$ cat config.mk
export PLATFORM = sky130hd
export DESIGN_NAME = ex_stage
export DESIGN_NICKNAME = d
export VERILOG_FILES = /design/src/rtl/ex_stage_pkg.sv /design/src/rtl/alu.sv /design/src/rtl/ex_stage.sv
export SDC_FILE = /design/constraint.sdc
export NUM_CORES = 1
export LEC_CHECK = 0
export ABC_CLOCK_PERIOD_IN_PS = 10900
export CORE_MARGIN = 5
export CORE_UTILIZATION = 46
export DETAILED_ROUTE_END_ITERATION = 16
export HOLD_SLACK_MARGIN = 0.12
export PLACE_DENSITY = 0.71
export SYNTH_ARGS = -nofsm -noshare
export SYNTH_HDL_FRONTEND = slang
export SYNTH_HIERARCHICAL = 1
export SYNTH_SLANG_ARGS = --single-unit
$ cat constraint.sdc
create_clock -name clk -period 10.9 [get_ports clk]
set_input_delay 1.635 -clock clk [delete_from_list [all_inputs] [get_ports clk]]
set_output_delay 1.635 -clock clk [all_outputs]
set_load 0.01 [all_outputs]
$ cat src/rtl/ex_stage_pkg.sv
// Shared core encodings for the execute stage: ALU op codes and memory op codes.
// Load/store codes are also consumed by the MEM stage.
package ex_stage_pkg;

    localparam int CORE_ALU_OP_W = 4;
    localparam logic [CORE_ALU_OP_W-1:0] CORE_ALU_OP_ADD  = 4'd0;
    localparam logic [CORE_ALU_OP_W-1:0] CORE_ALU_OP_SUB  = 4'd1;
    localparam logic [CORE_ALU_OP_W-1:0] CORE_ALU_OP_SLL  = 4'd2;
    localparam logic [CORE_ALU_OP_W-1:0] CORE_ALU_OP_SLT  = 4'd3;
    localparam logic [CORE_ALU_OP_W-1:0] CORE_ALU_OP_SLTU = 4'd4;
    localparam logic [CORE_ALU_OP_W-1:0] CORE_ALU_OP_XOR  = 4'd5;
    localparam logic [CORE_ALU_OP_W-1:0] CORE_ALU_OP_SRL  = 4'd6;
    localparam logic [CORE_ALU_OP_W-1:0] CORE_ALU_OP_SRA  = 4'd7;
    localparam logic [CORE_ALU_OP_W-1:0] CORE_ALU_OP_OR   = 4'd8;
    localparam logic [CORE_ALU_OP_W-1:0] CORE_ALU_OP_AND  = 4'd9;
    localparam logic [CORE_ALU_OP_W-1:0] CORE_ALU_OP_PASS = 4'd10;

    localparam int CORE_MEM_RD_OP_W = 3;
    localparam logic [CORE_MEM_RD_OP_W-1:0] CORE_MEM_NO_RD = 3'd0;
    localparam logic [CORE_MEM_RD_OP_W-1:0] CORE_MEM_LB    = 3'd1;
    localparam logic [CORE_MEM_RD_OP_W-1:0] CORE_MEM_LH    = 3'd2;
    localparam logic [CORE_MEM_RD_OP_W-1:0] CORE_MEM_LW    = 3'd3;
    localparam logic [CORE_MEM_RD_OP_W-1:0] CORE_MEM_LBU   = 3'd4;
    localparam logic [CORE_MEM_RD_OP_W-1:0] CORE_MEM_LHU   = 3'd5;

    localparam int CORE_MEM_WR_OP_W = 2;
    localparam logic [CORE_MEM_WR_OP_W-1:0] CORE_MEM_NO_WR = 2'd0;
    localparam logic [CORE_MEM_WR_OP_W-1:0] CORE_MEM_SB    = 2'd1;
    localparam logic [CORE_MEM_WR_OP_W-1:0] CORE_MEM_SH    = 2'd2;
    localparam logic [CORE_MEM_WR_OP_W-1:0] CORE_MEM_SW    = 2'd3;

endpackage

$ cat src/rtl/alu.sv
// Combinational integer ALU; results wrap, undefined op codes produce zero.
module alu
    import ex_stage_pkg::*;
#(
    parameter int DATA_W = 32
) (
    input  logic [DATA_W-1:0]        op1,
    input  logic [DATA_W-1:0]        op2,
    input  logic [CORE_ALU_OP_W-1:0] alu_op,
    output logic [DATA_W-1:0]        result
);

    localparam int SH_W = $clog2(DATA_W);

    logic [SH_W-1:0] w_shamt;
    logic            w_lt_signed;
    logic            w_lt_unsigned;

    assign w_shamt       = op2[SH_W-1:0];
    assign w_lt_signed   = $signed(op1) < $signed(op2);
    assign w_lt_unsigned = op1 < op2;

    always_comb begin
        result = '0;
        case (alu_op)
            CORE_ALU_OP_ADD:  result = op1 + op2;
            CORE_ALU_OP_SUB:  result = op1 - op2;
            CORE_ALU_OP_SLL:  result = op1 << w_shamt;
            CORE_ALU_OP_SLT:  result = {{(DATA_W-1){1'b0}}, w_lt_signed};
            CORE_ALU_OP_SLTU: result = {{(DATA_W-1){1'b0}}, w_lt_unsigned};
            CORE_ALU_OP_XOR:  result = op1 ^ op2;
            CORE_ALU_OP_SRL:  result = op1 >> w_shamt;
            CORE_ALU_OP_SRA:  result = $unsigned($signed(op1) >>> w_shamt);
            CORE_ALU_OP_OR:   result = op1 | op2;
            CORE_ALU_OP_AND:  result = op1 & op2;
            CORE_ALU_OP_PASS: result = op2;
            default:          result = '0;
        endcase
    end

endmodule

$ cat src/rtl/ex_stage.sv
// Execute stage: operand forwarding, ALU, and the ex2mem pipeline registers.
// Always valid; bubbles arrive as reg_wen=0 with NO_RD/NO_WR.
module ex_stage
    import ex_stage_pkg::*;
#(
    parameter int DATA_W = 32,
    parameter int RF_AW  = 5
) (
    input  logic                        clk,
    input  logic                        rst,
    input  logic                        id2ex_reg_wen,
    input  logic [RF_AW-1:0]            id2ex_reg_waddr,
    input  logic [DATA_W-1:0]           id2ex_reg_rs1_data,
    input  logic [DATA_W-1:0]           id2ex_reg_rs2_data,
    input  logic [DATA_W-1:0]           id2ex_imm_value,
    input  logic [CORE_ALU_OP_W-1:0]    id2ex_alu_op,
    input  logic [CORE_MEM_RD_OP_W-1:0] id2ex_mem_rd_op,
    input  logic [CORE_MEM_WR_OP_W-1:0] id2ex_mem_wr_op,
    input  logic                        id2ex_sel_imm,
    input  logic                        id2ex_rs1_forward_from_mem,
    input  logic                        id2ex_rs1_forward_from_wb,
    input  logic                        id2ex_rs2_forward_from_mem,
    input  logic                        id2ex_rs2_forward_from_wb,
    input  logic                        id2ex_ill_instr,
    input  logic [DATA_W-1:0]           wb_reg_wdata,
    output logic                        ex2mem_reg_wen,
    output logic [RF_AW-1:0]            ex2mem_reg_waddr,
    output logic [DATA_W-1:0]           ex2mem_alu_out,
    output logic [DATA_W-1:0]           ex2mem_store_data,
    output logic [CORE_MEM_RD_OP_W-1:0] ex2mem_mem_rd_op,
    output logic [CORE_MEM_WR_OP_W-1:0] ex2mem_mem_wr_op,
    output logic                        ex2mem_ill_instr,
    output logic                        ex_ill_sticky
);

    logic [DATA_W-1:0]           w_op1;
    logic [DATA_W-1:0]           w_rs2_fwd;
    logic [DATA_W-1:0]           w_op2;
    logic [DATA_W-1:0]           w_alu_result;

    logic                        r_reg_wen;
    logic [RF_AW-1:0]            r_reg_waddr;
    logic [DATA_W-1:0]           r_alu_out;
    logic [DATA_W-1:0]           r_store_data;
    logic [CORE_MEM_RD_OP_W-1:0] r_mem_rd_op;
    logic [CORE_MEM_WR_OP_W-1:0] r_mem_wr_op;
    logic                        r_ill_instr;
    logic                        r_ill_sticky;

    // MEM holds the younger producer, so it wins when both forward flags are set.
    assign w_op1 = id2ex_rs1_forward_from_mem ? r_alu_out :
                   id2ex_rs1_forward_from_wb  ? wb_reg_wdata :
                                                id2ex_reg_rs1_data;

    assign w_rs2_fwd = id2ex_rs2_forward_from_mem ? r_alu_out :
                       id2ex_rs2_forward_from_wb  ? wb_reg_wdata :
                                                    id2ex_reg_rs2_data;

    assign w_op2 = id2ex_sel_imm ? id2ex_imm_value : w_rs2_fwd;

    alu #(
        .DATA_W (DATA_W)
    ) u_alu (
        .op1    (w_op1),
        .op2    (w_op2),
        .alu_op (id2ex_alu_op),
        .result (w_alu_result)
    );

    always_ff @(posedge clk or negedge rst) begin
        if (!rst) begin
            r_reg_wen    <= 1'b0;
            r_reg_waddr  <= '0;
            r_alu_out    <= '0;
            r_store_data <= '0;
            r_mem_rd_op  <= CORE_MEM_NO_RD;
            r_mem_wr_op  <= CORE_MEM_NO_WR;
            r_ill_instr  <= 1'b0;
            r_ill_sticky <= 1'b0;
        end else begin
            // An illegal instruction must not touch architectural state downstream.
            r_reg_wen    <= id2ex_reg_wen & ~id2ex_ill_instr;
            r_reg_waddr  <= id2ex_reg_waddr;
            r_alu_out    <= w_alu_result;
            r_store_data <= w_rs2_fwd;
            r_mem_rd_op  <= id2ex_ill_instr ? CORE_MEM_NO_RD : id2ex_mem_rd_op;
            r_mem_wr_op  <= id2ex_ill_instr ? CORE_MEM_NO_WR : id2ex_mem_wr_op;
            r_ill_instr  <= id2ex_ill_instr;
            r_ill_sticky <= r_ill_sticky | id2ex_ill_instr;
        end
    end

    assign ex2mem_reg_wen    = r_reg_wen;
    assign ex2mem_reg_waddr  = r_reg_waddr;
    assign ex2mem_alu_out    = r_alu_out;
    assign ex2mem_store_data = r_store_data;
    assign ex2mem_mem_rd_op  = r_mem_rd_op;
    assign ex2mem_mem_wr_op  = r_mem_wr_op;
    assign ex2mem_ill_instr  = r_ill_instr;
    assign ex_ill_sticky     = r_ill_sticky;

endmodule
==> impl_metrics.csv, run 1 <==
group,metric,value,unit
worst_hold_path,hold_path_depth,1,
drt,via_per_inst,6.79,
power_and_ir_drop,peakVddDrop,0.0803,mV
cts,clockBufferDepth,2,
synth,ys_types,84,
floorplan,rows,63,
cts,post-cts-setup-buffers,0,
cts,cts_root_buffer,"clkbuf_16",
drt,routedWlPerCell,28.7,um
finish,area_growth,20.9,%
timing,fin_crit,6.58,ns
global_routing,antenna_found_initial,3,
global_routing,grt_pass1_vias,14900,
worst_setup_path,cp.required,11.15,ns
outcome,outcome,"finished, final reports clean",
placement,dp_cells,2358,
drt,firstDrtPassIters,7,
worst_setup_path,crit_family,"compound AO/OA/AOI/OAI gates",
floorplan,die_h,182,um
placement,routabilityCongestion,1.06,
worst_setup_path,cp-end-kind,"flop",
timing,tightestPinTransition,1.33,ns
placement,pre_cts_slack,4.08,ns
synth,synthFlopType,"dfrtp_1",
cts,tritoncts,"built",
worst_hold_path,hold_path_end,"ex_ill_sticky$_DFF_PN0_",
synth,synth_edf_count,0,
worst_setup_path,max_stage_delay,0.64,ns
worst_setup_path,worstPathMaxFanout,65,
cts,clock-sinks,77,
synth,synth_warnings,6,
timing,slew_headroom,0.109,
synth,syn-cell-area,13600,sq um
worst_setup_path,reg2reg_slack,6.18,ns
timing,final_hold_viol_count,0,
worst_setup_path,path_cells,"buf_2 -> buf_4 -> nor2_4 -> buf_4 -> a211oi_4 -> buf_4 -> clkinv_1 -> fa_1 -> nor2b_1 -> o2111ai_1 -> a311o_1 -> a21oi_1 -> o221ai_1 -> o311ai_0 -> a21oi_1 -> a32o_1",
global_routing,grt_usage,0.392,
power_and_ir_drop,p_per_area,168,nW/um^2
floorplan,pin_count,228,
drt,drtIter0Drc,2490,
timing,whs,0.477,ns
cts,numCtsBuffers,9,
timing,period_share,0.604,
timing,clock.fmax,0.152,GHz
finish,final_cells,2375,
worst_setup_path,crit_slowest_cell,"fa_1",
job,cap_violations,0,
synth,seq_area_frac_synth,0.142,
synth,syn_nets,2083,
timing,maxSlewViolCount,0,
worst_hold_path,worstHoldStart,"ex_ill_sticky$_DFF_PN0_",
global_routing,grt_max_degree,73,
worst_setup_path,critPathKind,"input pin to flop",
worst_hold_path,worstHoldPathType,"flop to flop",
floorplan,die-area,33100,sq um
finish,drive_above_1_share,0.0892,
drt,drc,0,
cts,cts_hold_buf,0,
worst_setup_path,r2r_start,"ex2mem_alu_out[2]$_DFF_PN0_",
synth,postSynthAreaPerCell,7.44,sq um
worst_setup_path,worstPathArrival,6.83,ns
timing,final.setup.worst_slack,4.32,ns
finish,layout.nets,2232,
worst_setup_path,crit_path_start_kind,"input pin",
floorplan,fp.coreArea,29400,sq um
synth,synth-seq-cells,77,
global_routing,grt_pass1_wl,99.4,mm
placement,detailed_place_hpwl,51.9,mm
floorplan,initial_core_util,0.463,
cts,clk_pin_slew,0.08,ns
synth,async_reset_ff_frac,1.00,
timing,finalSetupViolCount,0,
drt,vias,16100,
cts,cts_resized,0,
cts,htree_levels,3,
timing,fin_worst_skew,0.0175,ns
worst_setup_path,cpMostUsedCell,"buf_4",
drt,drt_wl_total,68.1,mm
worst_setup_path,reg2reg_depth,14,
worst_setup_path,rr_endpoint,"ex2mem_alu_out[26]$_DFF_PN0_",
cts,clock_latency,0.36,ns
worst_setup_path,crit_buf_inv,5,
synth,synthCells,1830,
placement,port_buffers,227,
timing,grt_setup_unrepaired,"no",
drt,postRouteAntennaNets,0,
floorplan,dieWidth,182,um
timing,fin_tns_setup,0,ns
global_routing,overflow,0,
power_and_ir_drop,leakage,7.02,nW
-- routing by layer --
layer	wire, um	track usage	vias to the layer above
met5	30	0	-
li1	-	-	6996
met2	28000	0.569	1251
met1	27800	0.561	7677
met3	9370	0.104	199
met4	2870	0.134	4
-- cell usage in the layout (no fill, tap or decap), drive strengths merged, types with 10 or more instances in the layout --
master and instances:
dfrtp 77, nor3b 34, or3 10, nor3 37
o221ai 15, mux4 27, nor2b 43, a21oi 156
nor2 182, nand2 159, o211ai 27, o22ai 23
nand2b 15, nand3 29, buf 67, clkbuf 11
clkdlybuf4s50 220, o21ai 130, a221oi 23, a211oi 61
a221o 14, ha 100, a31oi 16, mux2i 158
a22oi 14, o2111ai 11, a211o 10, a21o 17
o31ai 10, inv 143, o21bai 13, mux2 10
-- power by group --
group	internal, W	switching [W]	total, W
registers	0.000363	0.0000853	0.000448
clock network	0.000179	0.000140	0.000319
logic	0.000750	0.00125	0.00200
total	0.00129	0.00148	0.00277
-- registers in the layout (all words and copies together) (netlist names) --
signal	flops
ex2mem_alu_out	32
ex2mem_store_data	32
ex2mem_mem_rd_op	3
ex2mem_mem_wr_op	2
ex2mem_reg_wen	1
ex2mem_reg_waddr	5
ex2mem_ill_instr	1
ex_ill_sticky	1
-- cells by family after synthesis --
group | Yosys count | synth area share
AO/OA/AOI/OAI | 606 | 0.307
XOR/XNOR | 3 | 0.00193
adder cells (fa/ha/maj) | 102 | 0.0949
buffers and inverters | 293 | 0.0934
flip-flops | 77 | 0.142
multiplexers | 195 | 0.169
AND/OR/NAND/NOR | 554 | 0.192
-- synth_stat cells, types with 27 or more instances --
library cell  number  area share
a211oi_1          31       0.017
a211oi_2          30       0.028
a21oi_1          156       0.057
buf_2             32       0.012
clkbuf_1          84       0.023
dfrtp_1           77        0.14
ha_1             100       0.092
inv_1            141       0.039
mux2i_1          158        0.12
mux4_2            27       0.045
nand2_1          159       0.044
nand3_1           29       0.011
nor2_1           181       0.050
nor2b_1           43       0.020
nor3_1            37       0.014
nor3b_1           34       0.019
o211ai_1          27       0.015
o21ai_0          130       0.048
-- layout make-up --
| cell class | instances | area, sq um |
|---|---|---|
| Timing Repair Buffer | 287 | 2690 |
| Multi-Input combinational cell | 1460 | 10500 |
| Fill cell | 2869 | 13000 |
| Inverter | 144 | 541 |
| Clock buffer | 11 | 233 |
| Sequential cell | 77 | 1930 |
| Clock inverter | 5 | 60.1 |
| Tap cell | 390 | 488 |
| Antenna cell | 1 | 2.50 |
-- worst max-delay path by stage --
stage                                    from                            to  slack, ns  cells after the start
floorplan           id2ex_rs2_forward_from_wb  ex2mem_alu_out[27]$_DFF_PN0_       5.06                     19
global placement                id2ex_sel_imm  ex2mem_alu_out[30]$_DFF_PN0_       4.36                     16
detailed placement              id2ex_sel_imm  ex2mem_alu_out[30]$_DFF_PN0_       4.08                     16
CTS                             id2ex_sel_imm  ex2mem_alu_out[30]$_DFF_PN0_       4.45                     16
global route                    id2ex_sel_imm  ex2mem_alu_out[30]$_DFF_PN0_       4.06                     17
finish                          id2ex_sel_imm  ex2mem_alu_out[30]$_DFF_PN0_       4.32                     16
-- through the flow --
stage	utilization	power (W)	cell area (sq um)
after CTS	0.559	0.00269	16400
after global placement	0.549	0.00235	16200
after detailed placement	0.549	0.00236	16200
after global routing	0.559	0.00291	16400
final	0.559	0.00277	16400
after floorplan	-	0.00161	13600
Note: power is estimated with default switching activity, not from simulation.
==> run 2: changes to the inputs <==
- ABC_CLOCK_PERIOD_IN_PS: 10900 -> 5350
- PLACE_DENSITY: 0.71 -> 0.73
- clock period: 10.9 -> 5.35 ns (I/O delays scaled with it)
==> run 2 against run 1 <==
Against the previous run: clock power rose by 100%; clock-buffer cell count shrank 2; global-route usage grew 0.98 points; cell count is 3.6% higher; die area unchanged.
==> impl_metrics.csv, run 2 (synthesized netlist as in run 1, its figures left out) <==
group,metric,value,unit
floorplan,die-area,33100,sq um
timing,final_hold_viol_count,0,
cts,post-cts-setup-buffers,0,
drt,vias,16400,
placement,port_buffers,227,
cts,tritoncts,"built",
drt,drt_wl_total,69.8,mm
finish,layout.nets,2317,
finish,final_cell_mix,"clkdlybuf4s50_1 (220), nor2_1 (181), nand2_1 (159)",
placement,placed_cell_area,16800,sq um
worst_setup_path,cp-end-kind,"flop",
worst_setup_path,cpMostUsedCell,"a21oi_1",
timing,fin_tns_setup,0,ns
worst_setup_path,critPathKind,"input pin to flop",
global_routing,grt_pass1_wl,102,mm
timing,fin_worst_skew,0.0142,ns
timing,fin_crit,4.98,ns
worst_setup_path,worstPathMaxFanout,6,
finish,final_cell_area,17100,sq um
power_and_ir_drop,peakVddDrop,0.183,mV
placement,dp_cells,2443,
global_routing,grt_pass1_vias,15400,
finish,finalCoreUtilization,0.582,
cts,cts_root_buffer,"clkbuf_16",
floorplan,fp.coreArea,29400,sq um
floorplan,initial_core_util,0.463,
drt,routedWlPerCell,28.4,um
drt,wl_met2,29.0,mm
finish,final_cells,2461,
timing,tightestPinTransition,1.17,ns
worst_setup_path,max_stage_delay,0.62,ns
timing,clock.fmax,0.201,GHz
drt,wirelength_met1,27.4,mm
job,cap_violations,0,
finish,drive_above_1_share,0.127,
timing,slew_headroom,0.213,
global_routing,grt_usage,0.401,
timing,period_share,0.931,
worst_hold_path,worstHoldPathType,"input pin to asynchronous set/reset pin",
global_routing,antenna_found_initial,4,
cts,numCtsBuffers,9,
drt,via_per_inst,6.68,
drt,drtIter0Drc,2403,
timing,finalSetupViolCount,0,
power_and_ir_drop,p_per_area,342,nW/um^2
floorplan,die_h,182,um
worst_setup_path,crit_slowest_cell,"a211oi_4",
floorplan,rows,63,
floorplan,pin_count,228,
drt,dr.max_layer_used,"met5",
worst_setup_path,path_cells,"clkdlybuf4s50_1 -> mux2i_1 -> a211oi_4 -> buf_4 -> ha_1 -> inv_1 -> fa_1 -> nor2b_1 -> o2111ai_1 -> a311o_1 -> a21oi_1 -> o221ai_1 -> o311ai_0 -> a21oi_1 -> a32o_1",
global_routing,overflow,0,
placement,routabilityCongestion,1.10,
power_and_ir_drop,total_power,0.00584,W
cts,cts_resized,0,
timing,maxSlewViolCount,0,
cts,htree_levels,3,
worst_setup_path,crit_path_start_kind,"input pin",
placement,detailed_place_hpwl,55.5,mm
cts,clk_pin_slew,0.08,ns
cts,clockBufferDepth,2,
power_and_ir_drop,leakage,7.45,nW
timing,grt_setup_unrepaired,"no",
cts,clock_latency,0.36,ns
floorplan,dieWidth,182,um
cts,clock-sinks,77,
outcome,outcome,"finished, final reports clean",
finish,area_growth,25.7,%
drt,route.met3.wl,9.98,mm
finish,layout_commonest_cell,"clkdlybuf4s50_1",
global_routing,grt_max_degree,87,
worst_setup_path,cp.required,5.60,ns
worst_setup_path,worstPathArrival,5.23,ns
drt,postRouteAntennaNets,0,
drt,firstDrtPassIters,9,
cts,cts_hold_buf,0,
drt,drc,0,
## run 2: cell count changes in the layout (fill, tap and decap cells not counted), sizes merged
cell	previous run	this run
buf	67	152
inv	143	148
clkbuf	11	9
clkinv	4	2
bufinv	1	0
diode	1	2
## run 2: stage by stage
stage | hold WS, ns | setup slack [ns]
after floorplan | 0.507 | 0.338
after global placement | 0.448 | 0.152
after detailed placement | 0.461 | 0.133
after CTS | 0.295 | 0.523
after global routing | 0.315 | 0.301
final | 0.310 | 0.369
## run 2: area by class of cell
| class | count | area (sq um) |
|---|---|---|
| clock inverters | 7 | 65.1 |
| flip-flops and latches | 77 | 1930 |
| clock buffers | 9 | 225 |
| diodes | 2 | 5.00 |
| inverters | 144 | 541 |
| well taps | 390 | 488 |
| repair buffers | 372 | 3350 |
| fillers | 2740 | 12300 |
| multi-input cells | 1460 | 10500 |
## run 2: report_power, final
part           switching, W  leakage (nW)  internal, W
sequential         0.000167         0.942     0.000739
clock              0.000311         0.141     0.000328
combinational       0.00262          6.37      0.00167
total               0.00310          7.45      0.00274
## run 2: critical path, delay by kind of cell
| kind | cells | cell delay, ns |
|---|---|---|
| compound gates | 8 | 2.69 |
| buf+inv | 3 | 0.82 |
| fa+ha+maj | 2 | 0.58 |
| simple gates | 1 | 0.17 |
| mux | 1 | 0.15 |
## run 2: path summary, 6_finish.rpt
check	start	end	slack, ns	depth (start not counted)
max	wb_reg_wdata[0]	ex2mem_alu_out[30]$_DFF_PN0_	0.37	15
min	rst	ex2mem_alu_out[6]$_DFF_PN0_	0.31	1
max reg2reg	ex2mem_alu_out[0]$_DFF_PN0_	ex2mem_alu_out[30]$_DFF_PN0_	0.72	14
min reg2reg	ex_ill_sticky$_DFF_PN0_	ex_ill_sticky$_DFF_PN0_	0.48	1
max in group asynchronous	rst	ex2mem_store_data[28]$_DFF_PN0_	3.83	2
min in group clk	ex_ill_sticky$_DFF_PN0_	ex_ill_sticky$_DFF_PN0_	0.48	1
## run 2: per-layer routing
metal / GRT usage / up-vias
li1: - / 7170
met1: 0.551 / 7770
met2: 0.581 / 1285
met3: 0.127 / 208
met4: 0.169 / 8
met5: 0 / -
